## config.mk

```make
export PLATFORM = sky130hd
export DESIGN_NAME = timer_irq_ctrl_flat
export DESIGN_NICKNAME = d
export VERILOG_FILES = /design/src/rtl/timer_ctrl_pkg.sv /design/src/rtl/timer_irq_ctrl_if.sv /design/src/rtl/timer_tick_gen.sv /design/src/rtl/timer_irq_ctrl.sv /design/src/flat_wrapper.sv
export SDC_FILE = /design/constraint.sdc
export NUM_CORES = 1
export LEC_CHECK = 0
export CAP_MARGIN = 20
export CORE_MARGIN = 2
export CORE_UTILIZATION = 36
export DETAILED_ROUTE_END_ITERATION = 7
export DONT_BUFFER_PORTS = 1
export GPL_TIMING_DRIVEN = 0
export PLACE_DENSITY_LB_ADDON = 0.05
export SLEW_MARGIN = 30
export SYNTH_ARGS = -nofsm -noshare
export SYNTH_HDL_FRONTEND = slang
export SYNTH_SLANG_ARGS = --single-unit
```

## constraint.sdc

```tcl
create_clock -name clk -period 3.33 [get_ports clk]
set_input_delay 0.1665 -clock clk [delete_from_list [all_inputs] [get_ports clk]]
set_output_delay 0.1665 -clock clk [all_outputs]
set_load 0.01 [all_outputs]
```

## src/rtl/timer_ctrl_pkg.sv

```systemverilog
// Shared definitions for the programmable interrupt timer.
//   - register word indices, CTRL/STATUS bit positions, bus widths
//   - apply_wstrb(): byte-lane merge used by every writable register
package timer_ctrl_pkg;

    localparam int unsigned DATA_W = 32;
    localparam int unsigned ADDR_W = 2;
    localparam int unsigned STRB_W = DATA_W / 8;
    localparam int unsigned CTRL_W = 3;

    typedef enum logic [ADDR_W-1:0] {
        REG_CTRL    = 2'd0,
        REG_COMPARE = 2'd1,
        REG_COUNT   = 2'd2,
        REG_STATUS  = 2'd3
    } reg_idx_e;

    localparam int unsigned CTRL_EN       = 0;
    localparam int unsigned CTRL_PERIODIC = 1;
    localparam int unsigned CTRL_IRQ_EN   = 2;

    localparam int unsigned ST_PEND = 0;
    localparam int unsigned ST_OVR  = 1;

    // Replace only the byte lanes selected by strb.
    function automatic logic [DATA_W-1:0] apply_wstrb(
        input logic [DATA_W-1:0] old_val,
        input logic [DATA_W-1:0] wdata,
        input logic [STRB_W-1:0] strb
    );
        logic [DATA_W-1:0] res;
        res = old_val;
        for (int i = 0; i < int'(STRB_W); i++) begin
            if (strb[i]) begin
                res[8*i +: 8] = wdata[8*i +: 8];
            end
        end
        return res;
    endfunction

endpackage

```

## src/rtl/timer_irq_ctrl_if.sv

```systemverilog
// CPU memory-bus port of the interrupt timer.
//   cs/addr/wstrb/di : request from the CPU side (master)
//   dout             : registered read data (the bus name "do" is a reserved word)
//   irq              : level interrupt to the CPU
interface timer_irq_ctrl_if;
    import timer_ctrl_pkg::*;

    logic              cs;
    logic [ADDR_W-1:0] addr;
    logic [STRB_W-1:0] wstrb;
    logic [DATA_W-1:0] di;
    logic [DATA_W-1:0] dout;
    logic              irq;

    modport master (output cs, addr, wstrb, di, input  dout, irq);
    modport slave  (input  cs, addr, wstrb, di, output dout, irq);

endinterface

```

## src/rtl/timer_tick_gen.sv

```systemverilog
// CLK_DIV prescaler: tick_c pulses for one cycle every CLK_DIV enabled cycles.
//   clk, resetn : clock, async active-low reset
//   en          : count enable; prescaler is held at 0 while low
//   tick_c      : combinational tick, high on the last prescaler phase
module timer_tick_gen #(
    parameter int unsigned CLK_DIV = 12
) (
    input  logic clk,
    input  logic resetn,
    input  logic en,
    output logic tick_c
);

    localparam int unsigned PRE_W = (CLK_DIV > 1) ? $clog2(CLK_DIV) : 1;
    localparam logic [PRE_W-1:0] PRE_LAST = PRE_W'(CLK_DIV - 1);

    logic [PRE_W-1:0] pre_q;

    // Prescaler phase register.
    always_ff @(posedge clk or negedge resetn) begin
        if (!resetn) begin
            pre_q <= '0;
        end else if (!en || pre_q == PRE_LAST) begin
            pre_q <= '0;
        end else begin
            pre_q <= pre_q + PRE_W'(1);
        end
    end

    assign tick_c = en && (pre_q == PRE_LAST);

endmodule

```

## src/rtl/timer_irq_ctrl.sv

```systemverilog
// Programmable interrupt timer: prescaled 32-bit counter, compare match,
// one-shot/periodic modes, PEND/OVR status and a level IRQ.
//   clk, resetn : clock, async active-low reset
//   bus (slave) : 4-word register block (CTRL, COMPARE, COUNT, STATUS),
//                 1-cycle read latency, dout is 0 after any unselected cycle
// Build option: define TIMER_CTRL_OVR_EN to implement the STATUS.OVR flag;
// otherwise STATUS bit1 reads 0 and ignores writes.
module timer_irq_ctrl
    import timer_ctrl_pkg::*;
#(
    parameter int unsigned CLK_DIV = 12
) (
    input  logic              clk,
    input  logic              resetn,
    timer_irq_ctrl_if.slave   bus
);

    logic [CTRL_W-1:0] ctrl_q, ctrl_d;
    logic [DATA_W-1:0] cmp_q, cmp_d;
    logic [DATA_W-1:0] cnt_q, cnt_d;
    logic              pend_q, pend_d;
    logic [DATA_W-1:0] dout_q, dout_d;
    logic              ovr_rd;

    logic              tick_c;
    logic              match_c;
    logic [DATA_W-1:0] cnt_inc_c;
    logic [DATA_W-1:0] rdata_c;
    logic              wr_c, rd_c;
    logic              w1c_pend_c;

    timer_tick_gen #(
        .CLK_DIV (CLK_DIV)
    ) u_tick (
        .clk    (clk),
        .resetn (resetn),
        .en     (ctrl_q[CTRL_EN]),
        .tick_c (tick_c)
    );

    assign wr_c       = bus.cs && (bus.wstrb != '0);
    assign rd_c       = bus.cs && (bus.wstrb == '0);
    assign cnt_inc_c  = cnt_q + DATA_W'(1);
    // Compare value 0 disables matching; a match always sees the pre-write COMPARE.
    assign match_c    = tick_c && (cmp_q != '0) && (cnt_inc_c == cmp_q);
    assign w1c_pend_c = wr_c && (bus.addr == REG_STATUS) && bus.wstrb[0] && bus.di[ST_PEND];

`ifdef TIMER_CTRL_OVR_EN
    logic ovr_q, ovr_d;
    logic w1c_ovr_c;

    assign w1c_ovr_c = wr_c && (bus.addr == REG_STATUS) && bus.wstrb[0] && bus.di[ST_OVR];
    // A match while PEND is still set is an overrun; set beats a simultaneous clear.
    assign ovr_d     = (match_c && pend_q) || (ovr_q && !w1c_ovr_c);
    assign ovr_rd    = ovr_q;

    always_ff @(posedge clk or negedge resetn) begin
        if (!resetn) begin
            ovr_q <= 1'b0;
        end else begin
            ovr_q <= ovr_d;
        end
    end
`else
    assign ovr_rd = 1'b0;
`endif

    // Read mux of the current register contents.
    always_comb begin
        rdata_c = '0;
        case (bus.addr)
            REG_CTRL:    rdata_c = DATA_W'(ctrl_q);
            REG_COMPARE: rdata_c = cmp_q;
            REG_COUNT:   rdata_c = cnt_q;
            REG_STATUS:  rdata_c = DATA_W'({ovr_rd, pend_q});
            default:     rdata_c = '0;
        endcase
    end

    // Next-state for all registers; bus writes take priority over timer updates.
    always_comb begin
        ctrl_d = ctrl_q;
        cmp_d  = cmp_q;
        cnt_d  = cnt_q;
        pend_d = match_c || (pend_q && !w1c_pend_c);
        dout_d = rd_c ? rdata_c : '0;

        if (match_c && !ctrl_q[CTRL_PERIODIC]) begin
            ctrl_d[CTRL_EN] = 1'b0;
        end
        if (wr_c && bus.addr == REG_CTRL && bus.wstrb[0]) begin
            ctrl_d = bus.di[CTRL_W-1:0];
        end

        if (wr_c && bus.addr == REG_COMPARE) begin
            cmp_d = apply_wstrb(cmp_q, bus.di, bus.wstrb);
        end

        if (wr_c && bus.addr == REG_COUNT) begin
            cnt_d = apply_wstrb(cnt_q, bus.di, bus.wstrb);
        end else if (match_c) begin
            cnt_d = ctrl_q[CTRL_PERIODIC] ? '0 : cmp_q;
        end else if (tick_c) begin
            cnt_d = cnt_inc_c;
        end
    end

    // State registers.
    always_ff @(posedge clk or negedge resetn) begin
        if (!resetn) begin
            ctrl_q <= '0;
            cmp_q  <= '0;
            cnt_q  <= '0;
            pend_q <= 1'b0;
            dout_q <= '0;
        end else begin
            ctrl_q <= ctrl_d;
            cmp_q  <= cmp_d;
            cnt_q  <= cnt_d;
            pend_q <= pend_d;
            dout_q <= dout_d;
        end
    end

    assign bus.dout = dout_q;
    assign bus.irq  = pend_q && ctrl_q[CTRL_IRQ_EN];

endmodule

```

## src/flat_wrapper.sv

```systemverilog
// flat-port wrapper written by rule: the top's interface ports become plain ports
module timer_irq_ctrl_flat import timer_ctrl_pkg::*;
#(
    parameter int unsigned CLK_DIV = 12
)
  (clk, resetn, bus_cs, bus_addr, bus_wstrb, bus_di, bus_dout, bus_irq);
  timer_irq_ctrl_if bus_i ();
  input  logic clk;
  input  logic resetn;
  input wire logic [$bits(bus_i.cs)-1:0] bus_cs;
  input wire logic [$bits(bus_i.addr)-1:0] bus_addr;
  input wire logic [$bits(bus_i.wstrb)-1:0] bus_wstrb;
  input wire logic [$bits(bus_i.di)-1:0] bus_di;
  output wire logic [$bits(bus_i.dout)-1:0] bus_dout;
  output wire logic [$bits(bus_i.irq)-1:0] bus_irq;
  assign bus_i.cs = bus_cs;
  assign bus_i.addr = bus_addr;
  assign bus_i.wstrb = bus_wstrb;
  assign bus_i.di = bus_di;
  assign bus_dout = bus_i.dout;
  assign bus_irq = bus_i.irq;
  timer_irq_ctrl #(.CLK_DIV(CLK_DIV)) u_core (.clk(clk), .resetn(resetn), .bus(bus_i));
endmodule
```

==> results by group <==
Job
  – Max-cap violations: 0

Worst setup path
  – Crit path largest cell delay: a little under 600 ps
  – Crit path arrival time: 3660 ps
  – Worst R2R End: u_core.cnt_q[6]$_DFFE_PN0P_
  – Critical path class: reg -> reg
  – WP buf/inv: 4
  – Worst reg2reg path depth: 13
  – Worst setup EP type: flop
  – CP cell instances: buf_6 > nand3_4 > buf_6 > or2_4 > or4_4 > xnor2_4 > nand4_1 > or4_4 > o21ai_4 > buf_12 > buf_8 > o31ai_2 > a211o_1
  – Critical Path RT: roughly 3600 ps
  – Max FO, Critical Path: 7
  – Reg2reg start: u_core.cnt_q[10]$_DFFE_PN0P_
  – Crit path from: u_core.cnt_q[10]$_DFFE_PN0P_
  – Worst reg2reg setup slack: -80 ps
  – CP top delay family: simple AND/OR/NAND/NOR gates
  – Worst setup SP type: flop
  – Slowest CP cell: or4_4

Floorplanning
  – Ports: 74
  – Die W: 144 um
  – Core area: 19300 um^2
  – Row cnt: 51
  – Die height: between 100 and 150 um
  – Initial Util: 0.363
  – Area of the die: 20700 um^2

Synthesis
  – Main flop type after synthesis: dfrtp_1
  – Netlist Area Pre-Place: approximately 7000 um^2
  – Async SR Flop Fraction: 1.00
  – Yosys warns: 0
  – Synth unique cells: 74
  – Most frequent cell after synthesis: dfrtp_1
  – Top-area cell type share of the netlist area: 0.370
  – Mean Syn Cell Area: 9.17 um^2
  – Seq/Total Area, Yosys: 0.370
  – EDFF count, synth: 0
  – Area contributors post-synth: dfrtp_1, mux2_2, a22oi_1
  – Most frequent cells after synthesis: dfrtp_1, nor2_1, nand2_1
  – Gate Count Post-Synth: 766
  – Syn Nets: 809
  – Cell type with the largest total area after synthesis: dfrtp_1
  – Yosys reg bits: 104

Layout
  – Non-Filler Instances: 1141
  – ANT cells: 0
  – Layout area overhead: 30.0%
  – Sequential Area: 2610 um^2
  – Multi-input gate area: 4530 um^2
  – Final Util: 0.473
  – Fraction of layout cells with a size suffix above 1: 0.279
  – Fin nets: 914
  – FILL cells: 1905

Clock network
  – Clock transition at the registers of the reported paths: 80 ps
  – Max Buffers Root-to-Sink: 2
  – H-tree Lvls: 3
  – CTS tree: yes
  – Inserted Clock Buffers: 9
  – Clock latency on the worst-skew pair: 360 ps
  – CTS root buf: clkbuf_16
  – CTS sink cnt: between 100 and 150

Global routing
  – Vias in the first global route: 6469
  – Initial antenna violation count: 0
  – Global Route Usage Sum: 0.272
  – Largest net degree at the start of global routing: 105
  – First-pass GRT wire length: about 41000 um
  – Grt ovf: 0

Place
  – DP HPWL: 20500 um
  – GPL Wtd Cong: 0.987
  – Placement Setup Slack: -1010 ps
  – Cell count after placement: 1031
  – I/O Buffers: 0

Pwr
  – Pwr/cell area: between 400 and 500 nW/um^2
  – VDD IR-drop max: between 0.2 and 0.25 mV
  – LEAKAGE: 3.72 nW

Route
  – DR vias: ~6500
  – WL final: 27900 um
  – Remaining DRCs: 0
  – Iteration-0 DRC Markers: 341
  – Pre-antenna DRT Iters: 5
  – Via density: 5.74
  – WL/cell: 24.4 um
  – Final ANT Viol Nets: 0

Run status
  – Status: complete, but fails checks
  – Failing checks: setup timing

STA
  – Setup WS post-layout: -78.1 ps
  – Setup Skew: 11.2 ps
  – Slew headroom: 0.342
  – Max Clock Freq: 293 MHz
  – Actual slew at the worst max-slew pin: ~990 ps
  – RSZ-0062 raised after global routing: yes
  – Final min period: 3410 ps
  – Final clock period utilization by the worst path: 1.02
  – Final Hold Viols: 0
  – Slew Limit Fails: 0
  – Final setup violation count: 3

Hold path
  – Hold Crit Class: in -> reg
  – Worst Hold Endpoint: u_core.pend_q$_DFF_PN0_
  – Startpoint of the worst hold path: bus_di[0]
  – Hold path cells: 2
## how the worst max path moves through the flow
stage,end,depth (start not counted)
3_3_place_gp,u_core.cnt_q[0]$_DFFE_PN0P_,11
2_1_floorplan,u_core.cnt_q[0]$_DFFE_PN0P_,11
3_5_place_dp,u_core.cnt_q[18]$_DFFE_PN0P_,12
6_report,u_core.cnt_q[6]$_DFFE_PN0P_,13
4_1_cts,u_core.cnt_q[6]$_DFFE_PN0P_,12
5_1_grt,u_core.cnt_q[6]$_DFFE_PN0P_,13
## stage by stage
stage	power, W	hold WS, ps	TNS (ps)	area [um^2]
after floorplan	0.00266	-129	0	7030
after global placement	0.00308	-126	-29390	7360
after detailed placement	0.00309	-126	-28340	7360
after CTS	0.00441	6.41	0	8570
after global routing	0.00479	19.5	-1470	9140
final	0.00455	12.4	-92.6	9140
## sequential cells by signal, indices dropped and copies added (netlist names)
name                 cells
u_core.bus.dout         32
u_core.cmp_q            32
u_core.cnt_q            32
u_core.ctrl_q            3
u_core.pend_q            1
u_core.u_tick.pre_q      4
## placed cells by master (no fill, tap or decap), types with 6 or more instances in the layout
cell and count:
mux2i_1 8, nor4_1 11, xnor2_1 32, buf_6 16, o21ai_0 23, dfrtp_2 8, clkbuf_1 28, nand4_1 20
and3_1 13, nand2b_1 14, dfrtp_1 96, nor2_1 68, nor2b_1 6, a41oi_1 7, nand2_1 62, mux2_2 35
inv_1 9, nor4_4 8, nand3_1 21, nor3_1 8, o21ai_2 10, clkbuf_16 10, o22ai_1 12, dlygate4sd3_1 34
xor2_1 24, a21oi_1 13, buf_4 63, a22oi_1 45, a21o_1 15
## power breakdown
group | switching (W) | internal, W | total (W)
Sequential | 0.000229 | 0.00144 | 0.00167
Clock | 0.000544 | 0.000541 | 0.00108
Combinational | 0.00101 | 0.000788 | 0.00180
Total | 0.00178 | 0.00277 | 0.00455
## area by class of cell
class,instances,share of cell area
tap,265,0.0363
inverter,9,0.00370
clock buffer,10,0.0262
multi-input combinational,586,0.495
buffer,62,0.0474
timing repair buffer,99,0.0994
sequential,104,0.286
clock inverter,6,0.00561
## routing by layer
metal / wire length (um) / track usage / vias up / share of wire
met3: 1160 / 0.0360 / 43 / 0.041
met1: 12400 / 0.362 / 3290 / 0.44
li1: - / - / 3026 / -
met2: 13500 / 0.460 / 188 / 0.48
met5: 0 / 0 / - / 0
met4: 807 / 0.0810 / 0 / 0.029
## cells by family (layout without fill, tap and decap cells)
family,after synthesis,in the layout,synth area share
simple gates,296,296,0.233
flops,104,104,0.370
fa+ha+maj,3,3,0.00498
compound gates,176,176,0.175
buf+inv,76,186,0.0511
mux,47,47,0.0750
xor+xnor,64,64,0.0910
## timing repair
action | 4_1_cts | 5_1_grt
gates cloned | 0 | 1
pin swaps | 25 | 29
endpoints found under the setup margin | 34 | 32
gates resized for setup | 81 | 80
endpoints found under the hold margin | 143 | 0
setup buffers | 32 | 31
hold buffers | 35 | 0
(Power assumes the default switching activity.)
